$ cat config.mk
export PLATFORM = sky130hd
export DESIGN_NAME = cdb_arbiter
export DESIGN_NICKNAME = d
export VERILOG_FILES = /design/src/rtl/cdb_arbiter.sv
export SDC_FILE = /design/constraint.sdc
export NUM_CORES = 1
export LEC_CHECK = 0
export CAP_MARGIN = 20
export CORE_ASPECT_RATIO = 0.6
export CORE_MARGIN = 2
export CORE_UTILIZATION = 55
export CTS_BUF_LIST = sky130_fd_sc_hd__clkbuf_2 sky130_fd_sc_hd__clkbuf_4 sky130_fd_sc_hd__clkbuf_8
export CTS_CLUSTER_SIZE = 10
export DETAILED_ROUTE_END_ITERATION = 16
export PLACE_DENSITY = 0.9
export SLEW_MARGIN = 20
export SYNTH_ARGS = -nofsm -noshare
export SYNTH_HDL_FRONTEND = slang
export SYNTH_SLANG_ARGS = --single-unit
$ cat constraint.sdc
create_clock -name clk_in -period 3.9 [get_ports clk_in]
set_input_delay 0.39 -clock clk_in [delete_from_list [all_inputs] [get_ports clk_in]]
set_output_delay 0.39 -clock clk_in [all_outputs]
set_load 0.1 [all_outputs]
$ cat src/rtl/cdb_arbiter.sv
// cdb_arbiter: shares the single ROB writeback port between several execution units.
// Each source feeds a private 2-deep FIFO. A round-robin scheduler pops at most one
// head per cycle into a registered broadcast stage. A ROB flush empties everything.
module cdb_arbiter #(
    parameter int unsigned NUM_SRC    = 3,
    parameter int unsigned ROB_BIT    = 4,
    parameter int unsigned FIFO_DEPTH = 2
) (
    input  logic                       clk_in,
    input  logic                       rst_in,
    input  logic                       rdy_in,
    input  logic                       clear_up,
    input  logic [NUM_SRC-1:0]         src_valid,
    input  logic [NUM_SRC*ROB_BIT-1:0] src_rob_entry,
    input  logic [NUM_SRC*32-1:0]      src_value,
    output logic [NUM_SRC-1:0]         src_ready,
    output logic                       cdb_valid,
    output logic [ROB_BIT-1:0]         cdb_rob_entry,
    output logic [31:0]                cdb_value,
    output logic [2:0]                 cdb_src
);

    localparam logic [1:0] CntFull = 2'(FIFO_DEPTH);

    // FIFO storage (not reset) and control state
    logic [ROB_BIT-1:0] ent_q [NUM_SRC][FIFO_DEPTH];
    logic [ROB_BIT-1:0] ent_d [NUM_SRC][FIFO_DEPTH];
    logic [31:0]        val_q [NUM_SRC][FIFO_DEPTH];
    logic [31:0]        val_d [NUM_SRC][FIFO_DEPTH];
    logic [1:0]         count_q [NUM_SRC];
    logic [1:0]         count_d [NUM_SRC];
    logic [NUM_SRC-1:0] wr_ptr_q, wr_ptr_d;
    logic [NUM_SRC-1:0] rd_ptr_q, rd_ptr_d;
    logic [2:0]         rr_ptr_q, rr_ptr_d;

    // Broadcast stage
    logic               cdb_valid_q, cdb_valid_d;
    logic [ROB_BIT-1:0] cdb_rob_entry_q, cdb_rob_entry_d;
    logic [31:0]        cdb_value_q, cdb_value_d;
    logic [2:0]         cdb_src_q, cdb_src_d;

    logic [NUM_SRC-1:0] req;
    logic [NUM_SRC-1:0] push;
    logic [NUM_SRC-1:0] pop;
    logic               found;
    logic [2:0]         grant;

    // Accept/request per source; a full FIFO refuses even if it is popped this cycle
    always_comb begin
        for (int i = 0; i < NUM_SRC; i++) begin
            src_ready[i] = rdy_in & ~clear_up & (count_q[i] != CntFull);
            req[i]       = (count_q[i] != 2'd0);
            push[i]      = src_valid[i] & src_ready[i];
        end
    end

    // Round-robin search starting at rr_ptr_q; the first requester wins
    always_comb begin
        int idx;
        found = 1'b0;
        grant = '0;
        for (int k = 0; k < NUM_SRC; k++) begin
            idx = int'(rr_ptr_q) + k;
            if (idx >= int'(NUM_SRC)) begin
                idx = idx - int'(NUM_SRC);
            end
            for (int i = 0; i < NUM_SRC; i++) begin
                if (!found && req[i] && (i == idx)) begin
                    found = 1'b1;
                    grant = 3'(i);
                end
            end
        end
    end

    // Next-state: flush, pushes, pop into broadcast stage, counts
    always_comb begin
        ent_d           = ent_q;
        val_d           = val_q;
        count_d         = count_q;
        wr_ptr_d        = wr_ptr_q;
        rd_ptr_d        = rd_ptr_q;
        rr_ptr_d        = rr_ptr_q;
        cdb_valid_d     = cdb_valid_q;
        cdb_rob_entry_d = cdb_rob_entry_q;
        cdb_value_d     = cdb_value_q;
        cdb_src_d       = cdb_src_q;
        pop             = '0;
        if (rdy_in) begin
            if (clear_up) begin
                for (int i = 0; i < NUM_SRC; i++) begin
                    count_d[i] = 2'd0;
                end
                wr_ptr_d    = '0;
                rd_ptr_d    = '0;
                cdb_valid_d = 1'b0;
            end else begin
                for (int i = 0; i < NUM_SRC; i++) begin
                    if (push[i]) begin
                        ent_d[i][wr_ptr_q[i]] = src_rob_entry[i*ROB_BIT +: ROB_BIT];
                        val_d[i][wr_ptr_q[i]] = src_value[i*32 +: 32];
                        wr_ptr_d[i]           = ~wr_ptr_q[i];
                    end
                end
                cdb_valid_d = found;
                if (found) begin
                    rr_ptr_d = (grant == 3'(NUM_SRC - 1)) ? 3'd0 : grant + 3'd1;
                    for (int i = 0; i < NUM_SRC; i++) begin
                        if (3'(i) == grant) begin
                            pop[i]          = 1'b1;
                            cdb_rob_entry_d = ent_q[i][rd_ptr_q[i]];
                            cdb_value_d     = val_q[i][rd_ptr_q[i]];
                            rd_ptr_d[i]     = ~rd_ptr_q[i];
                        end
                    end
                    cdb_src_d = grant;
                end
                for (int i = 0; i < NUM_SRC; i++) begin
                    count_d[i] = count_q[i] + 2'(push[i]) - 2'(pop[i]);
                end
            end
        end
    end

    // Control and broadcast registers with synchronous reset
    always_ff @(posedge clk_in) begin
        if (rst_in) begin
            for (int i = 0; i < NUM_SRC; i++) begin
                count_q[i] <= 2'd0;
            end
            wr_ptr_q        <= '0;
            rd_ptr_q        <= '0;
            rr_ptr_q        <= '0;
            cdb_valid_q     <= 1'b0;
            cdb_rob_entry_q <= '0;
            cdb_value_q     <= '0;
            cdb_src_q       <= '0;
        end else begin
            count_q         <= count_d;
            wr_ptr_q        <= wr_ptr_d;
            rd_ptr_q        <= rd_ptr_d;
            rr_ptr_q        <= rr_ptr_d;
            cdb_valid_q     <= cdb_valid_d;
            cdb_rob_entry_q <= cdb_rob_entry_d;
            cdb_value_q     <= cdb_value_d;
            cdb_src_q       <= cdb_src_d;
        end
    end

    // FIFO payload storage needs no reset; counts gate its use
    always_ff @(posedge clk_in) begin
        ent_q <= ent_d;
        val_q <= val_d;
    end

    assign cdb_valid     = cdb_valid_q;
    assign cdb_rob_entry = cdb_rob_entry_q;
    assign cdb_value     = cdb_value_q;
    assign cdb_src       = cdb_src_q;

    cdb_src_in_range: assert property (@(posedge clk_in) disable iff (rst_in)
        cdb_valid_q |-> (32'(cdb_src_q) < NUM_SRC));

endmodule

Word-level counts from Yosys, hierarchy flattened

Index checks and enable logic that the tools add are counted.

Bits in registers: 271
Output and inout bits: 43

Add/sub/neg operators: 12
Order comparisons: 12
Equal/unequal tests: 12
Multiplexer cells: 80
Bitwise operators: 20
Reduce and logical (&&, ||, !) cells: 54

Operator list:

| cell                  | count |
|---|---|
| $mux W32              | 18 |
| $bwmux W64            | 3 |
| $demux W32 S1         | 3 |
| $eq A2 B32 Y1 const A | 3 |
| $eq A3 B32 Y1 const A | 3 |
| $logic_not A32 Y1     | 3 |
| $mux W4               | 15 |
| $mux W3               | 14 |
| $bwmux W8             | 3 |
| $reduce_and A3 Y1     | 7 |
| $logic_and A1 B1 Y1   | 20 |
| $mux W1               | 20 |
| $reduce_bool A2 Y1    | 10 |
| $demux W4 S1          | 3 |
| $ge A2 B2 Y1 const B  | 6 |
| $not A1 Y2            | 6 |
| $sub A4 B2 Y5 const B | 2 |
| $ge A4 B2 Y1 const B  | 2 |
| $logic_not A1 Y1      | 8 |
| $and A1 B1 Y1         | 7 |
| $not A1 Y1            | 7 |
| $add A2 B1 Y2         | 3 |
| $lt A2 B1 Y1 const B  | 3 |
| $mux W6               | 1 |
| 14 further kinds      | 20 |

Depth between registers and ports, before layout

Word-level depth: 44
Mapped depth: 18

Least setup slack after synthesis

Ideal clock, no wire load.

Path type: input-to-reg
From: in clear_up
To: reg ent_q[20] (netlist name), enable pin
Setup time: 0.431 ns
Arrival: 4.168 ns
Required time: 3.469 ns
Path slack: -0.699 ns
Cell stages on the path: 5
Buffers on the path: 1
Path through: nand2b_1 clkbuf_1 a21oi_1 nand2_1 nor2_1

Word-level cells in the longest chain between the ends: 5

RTL lines:

| element                     | line | text |
|---|---|---|
| start: declaration          | 12   | `input logic clear_up,` |
| $not A1 Y1 (no line)        | n/a  |  |
| $and A1 B1 Y1 (2 in a row)  | 51   | `src_ready[i] = rdy_in & ~clear_up & (count_q[i] != CntFull);` |
| net src_ready[0]            | 16   | `output logic [NUM_SRC-1:0] src_ready,` |
| $and A1 B1 Y1               | 53   | `push[i] = src_valid[i] & src_ready[i];` |
| $reduce_and A3 Y1 (no line) | n/a  |  |
| end signal: assignment      | 152  | `ent_q <= ent_d;` |
| end: declaration            | 26   | `logic [ROB_BIT-1:0] ent_q [NUM_SRC][FIFO_DEPTH];` |

The timed path passes the listed nets, and every way through them passes these cells.
A chain may end at the register's enable or synchronous reset.

Worst setup path after layout

From: reg rr_ptr_q[1]
To: reg count_q[5] (netlist name)

Word-level cells in the longest chain between the ends: 44
Elaborated cells on any way between the ends: 69
Those cells by class: add/sub: 6; order compare: 3; eq/ne: 6; mux: 25; reduce/logical: 29

RTL lines:

| element                                              | line   | text |
|---|---|---|
| start: declaration                                   | 34     | `logic [2:0] rr_ptr_q, rr_ptr_d;` |
| start signal: assignment                             | 142    | `rr_ptr_q <= rr_ptr_d;` |
| $sub A3 B2 Y4 / $ge A3 B2 Y1 (equally long branches) | 65, 64 |  |
| $mux W32                                             | 64     | `if (idx >= int'(NUM_SRC)) begin` |
| $logic_not A32 Y1                                    | 68     | `if (!found && req[i] && (i == idx)) begin` |
| $logic_and A1 B1 Y1                                  | 68     |  |
| $mux W1                                              | 68     |  |
| $logic_not A1 Y1                                     | 68     |  |
| $logic_and A1 B1 Y1 (2 in a row)                     | 68     |  |
| $mux W1                                              | 68     |  |
| [... 27 more ...]                                    | n/a    |  |
| $mux W3                                              | 68     |  |
| $logic_not A3 Y1                                     | 109    | `if (3'(i) == grant) begin` |
| $mux W1                                              | 109    |  |
| $mux W3 (*)                                          | 106    | `if (found) begin` |
| $mux W3 (*)                                          | 90     | `if (clear_up) begin` |
| $mux W3 (*)                                          | 89     | `if (rdy_in) begin` |
| $sub A2 B1 Y2 (*)                                    | 119    | `count_d[i] = count_q[i] + 2'(push[i]) - 2'(pop[i]);` |
| $mux W6 (*)                                          | 90     |  |
| end signal: assignment                               | 139    | `count_q <= count_d;` |
| end: declaration                                     | 30     | `logic [1:0] count_q [NUM_SRC];` |

Every way passes the cells marked *; elsewhere a longest branch is shown, timed or not. The select of a mux whose other input is x is not followed.

==> results by group <==
STA
  • Worst clock skew: about 0.021 ns
  • Fmax: between 200 and 300 MHz
  • Final Max Tran Viols: 0
  • # setup viols final: 0
  • Part of the cycle the worst path needs: 89.97%
  • Hold WS: 0.3987 ns
  • Hold Violations, Final: 0
  • Unrepaired setup endpoints after global routing: no
  • Period minus WS final: 3.509 ns
  • Slew HR: 30.71%
  • Actual slew at the worst max-slew pin: a little over 1 ns

Pwr
  • Clock network power share: a little under a third
  • PwrDens: about 520 nW/um^2
  • Power share of the combinational group: roughly 23%
  • Internal Pwr Total: between 5 and 6 mW
  • NetSw: 2.228 mW
  • Flop pwr share: 46.2%
  • Maximum vdd drop: 381.8 uV
  • Sw Share: 30.67%
  • Pleak: 4.566 nW

Routing
  • Routed WL: about 27 mm
  • Post-route ant nets: 0
  • # DRC: 0
  • Drt pass-1 iters: 5
  • Initial DRC Count: 871
  • Post-DR wirelength/cell: around 21 um
  • Vias per cell: 5.742
  • Via count: between 7k and 8k

Placement
  • Routability Congestion: 0.8847
  • PortBufs: 156
  • Hpwl dp: 18.19 mm

Outcome
  • Outcome: complete, no violations

GRT
  • First-pass GRT wire length: 39.46 mm
  • Vias in the first global route: 6838
  • Total congestion overflow: 0
  • GRT Resource Usage Total: 24.62%
  • Antenna violations before repair: 0
  • Largest net degree at the start of global routing: 84

Synthesis
  • YS warnings: 0
  • Fraction of the yosys area taken by sequential cells: between 60 and 70%
  • Library cells used by synthesis: 60
  • Asr flop ratio synth: 0%
  • Post-synth EDFFs: 216
  • #FFs+latches synth: 270
  • Synth Net Count: 903
  • Mapped Cells: 776
  • Mean Syn Cell Area: roughly 14 um^2
  • Synth Flop Type: edfxtp_1
  • Mapped cell area: approximately 11000 um^2

Setup path
  • Worst Setup End Kind: flop
  • Startpoint types: flop
  • Max FO, Critical Path: 17
  • Crit path DAT: 3.88 ns
  • Crit Path Class: flop to flop
  • Req. time, crit path: 4.27 ns

Finish
  • Commonest non-fill, non-tap cell in the layout: edfxtp_1
  • Commonest cells after routing, fill and taps aside: 216 x edfxtp_1, 152 x clkdlybuf4s50_1, 109 x mux2i_1
  • Area grow syn2layout: 23.92%
  • N_diodes: 0
  • Final #Nets: 1068
  • Final core occ: 69.41%
  • Share of layout cells above drive strength 1: between 10% and 20%

Clock tree
  • Clock Sinks: 270
  • Num CTS Buffers: 39
  • Post-CTS resize count: 0
  • Post-CTS Setup Inserts: 0
  • CTS max path bufs: 3
  • Worst-path clk slew: roughly 0.070 ns
  • CTS root buffer: clkbuf_8
  • CTS hold repair buffers: 0
  • CTS tree: built
  • Clock Latency Late Sink: 0.51 ns
  • CTS H-tree lvls: 2

Min path
  • Hold Crit Class: input pin to flop

Floorplan
  • I/O Pins: 158
  • Die area: 21530 um^2
  • Die W: 188.1 um
  • Chip Height: 114.5 um
  • Core area: 19970 um^2
  • Num rows: 40
  • Initial Utilization: a little under three fifths

Run
  • Number of max-cap violations: 0
## power groups by stage
stage | clock network [mW] | logic, mW | registers (mW)
detailed placement | 0 | 1.64 | 3.42
finish | 2.25 | 1.66 | 3.36
CTS | 2.28 | 1.65 | 3.36
global route | 2.42 | 1.74 | 3.37
floorplan | 0 | 0.724 | 3.83
global placement | 0 | 1.62 | 3.41
## path summary, 6_finish.rpt
path         slack [ns]        start           to  cells after the start
max reg2reg        0.39  rr_ptr_q[1]   count_q[5]                     16
min                0.40       rst_in  wr_ptr_q[1]                      2
min reg2reg        0.51   count_q[1]   count_q[1]                      2
max                0.39  rr_ptr_q[1]   count_q[5]                     16
## cell usage after synthesis (4+ instances only)
| master | instances | area (um^2) |
|---|---|---|
| edfxtp_1 | 216 | 6486 |
| mux2i_1 | 109 | 1091 |
| nor2_1 | 60 | 225.2 |
| dfxtp_1 | 54 | 1081 |
| nand2b_1 | 39 | 244.0 |
| nand3_1 | 38 | 190.2 |
| o221ai_1 | 35 | 306.5 |
| clkbuf_1 | 29 | 108.9 |
| mux2_2 | 29 | 326.6 |
| a21oi_1 | 18 | 90.09 |
| buf_2 | 18 | 90.09 |
| nand2_1 | 18 | 67.56 |
| inv_1 | 13 | 48.80 |
| ha_1 | 12 | 150.1 |
| o21ai_0 | 8 | 40.04 |
| mux2_1 | 7 | 78.83 |
| o21a_1 | 5 | 37.54 |
| nor2b_1 | 4 | 25.02 |
| nor3_1 | 4 | 20.02 |
| xor2_1 | 4 | 35.03 |
## worst max-delay path, cell delays in order, from the launching register on
cell and delay (ns):
dfxtp_1 0.48, inv_1 0.15, ha_1 0.51, and4b_1 0.24
o311ai_1 0.32, or2_2 0.23, clkinv_1 0.13, nor2_4 0.18
inv_2 0.16, nor2_1 0.14, ha_1 0.23, inv_1 0.06
ha_1 0.14, xor2_1 0.18, o21ai_0 0.10, nand2_1 0.07
a21oi_1 0.06
## metrics by stage
step | cell area, um^2 | setup WS, ns | std cells | power, mW | TNS [ns]
3_5_place_dp | 13080 | 0.4843 | 1173 | 5.057 | 0
5_1_grt | 13860 | 0.09096 | 1243 | 7.527 | 0
2_1_floorplan | 11190 | -0.1274 | 776 | 4.555 | -13.76
4_1_cts | 13860 | 0.4210 | 1243 | 7.287 | 0
6_report | 13860 | 0.3912 | 1243 | 7.264 | 0
3_3_place_gp | 13080 | 0.6064 | 1173 | 5.030 | 0
## layout make-up
cell class / count / area [um^2]
clock buffer: 56 / 695.7
multi-input combinational: 438 / 3353
clock inverter: 14 / 90.09
inverter: 16 / 60.06
tap: 273 / 341.6
sequential: 270 / 7571
fill: 1353 / 6108
timing repair buffer: 176 / 1749
## registers in the layout (all words and copies together) (netlist names)
| register | cells |
|---|---|
| cdb_src | 2 |
| val_q | 192 |
| rd_ptr_q | 3 |
| cdb_valid | 1 |
| cdb_rob_entry | 4 |
| count_q | 6 |
| wr_ptr_q | 3 |
| cdb_value | 32 |
| ent_q | 24 |
| rr_ptr_q | 3 |
## cell families (layout without fill, tap and decap cells)
logic type,count (synthesis),after routing,share of synthesized area [%]
AO/OA/AOI/OAI,90,90,6.119
XOR/XNOR,5,5,0.3915
adder cells (fa/ha/maj),12,12,1.342
buffers and inverters,68,262,2.617
flip-flops,270,270,67.65
multiplexers,145,145,13.38
other,1,1,0.03352
AND/OR/NAND/NOR,185,185,8.468
## routing by layer
layer	vias up	track usage (%)	share of wire, %
met2	385	35.52	42
met3	21	5.271	10
met5	-	0	0
met4	0	4.147	0.71
met1	3470	38.88	46
li1	3261	-	-
Note: power is estimated with default switching activity, not from simulation.
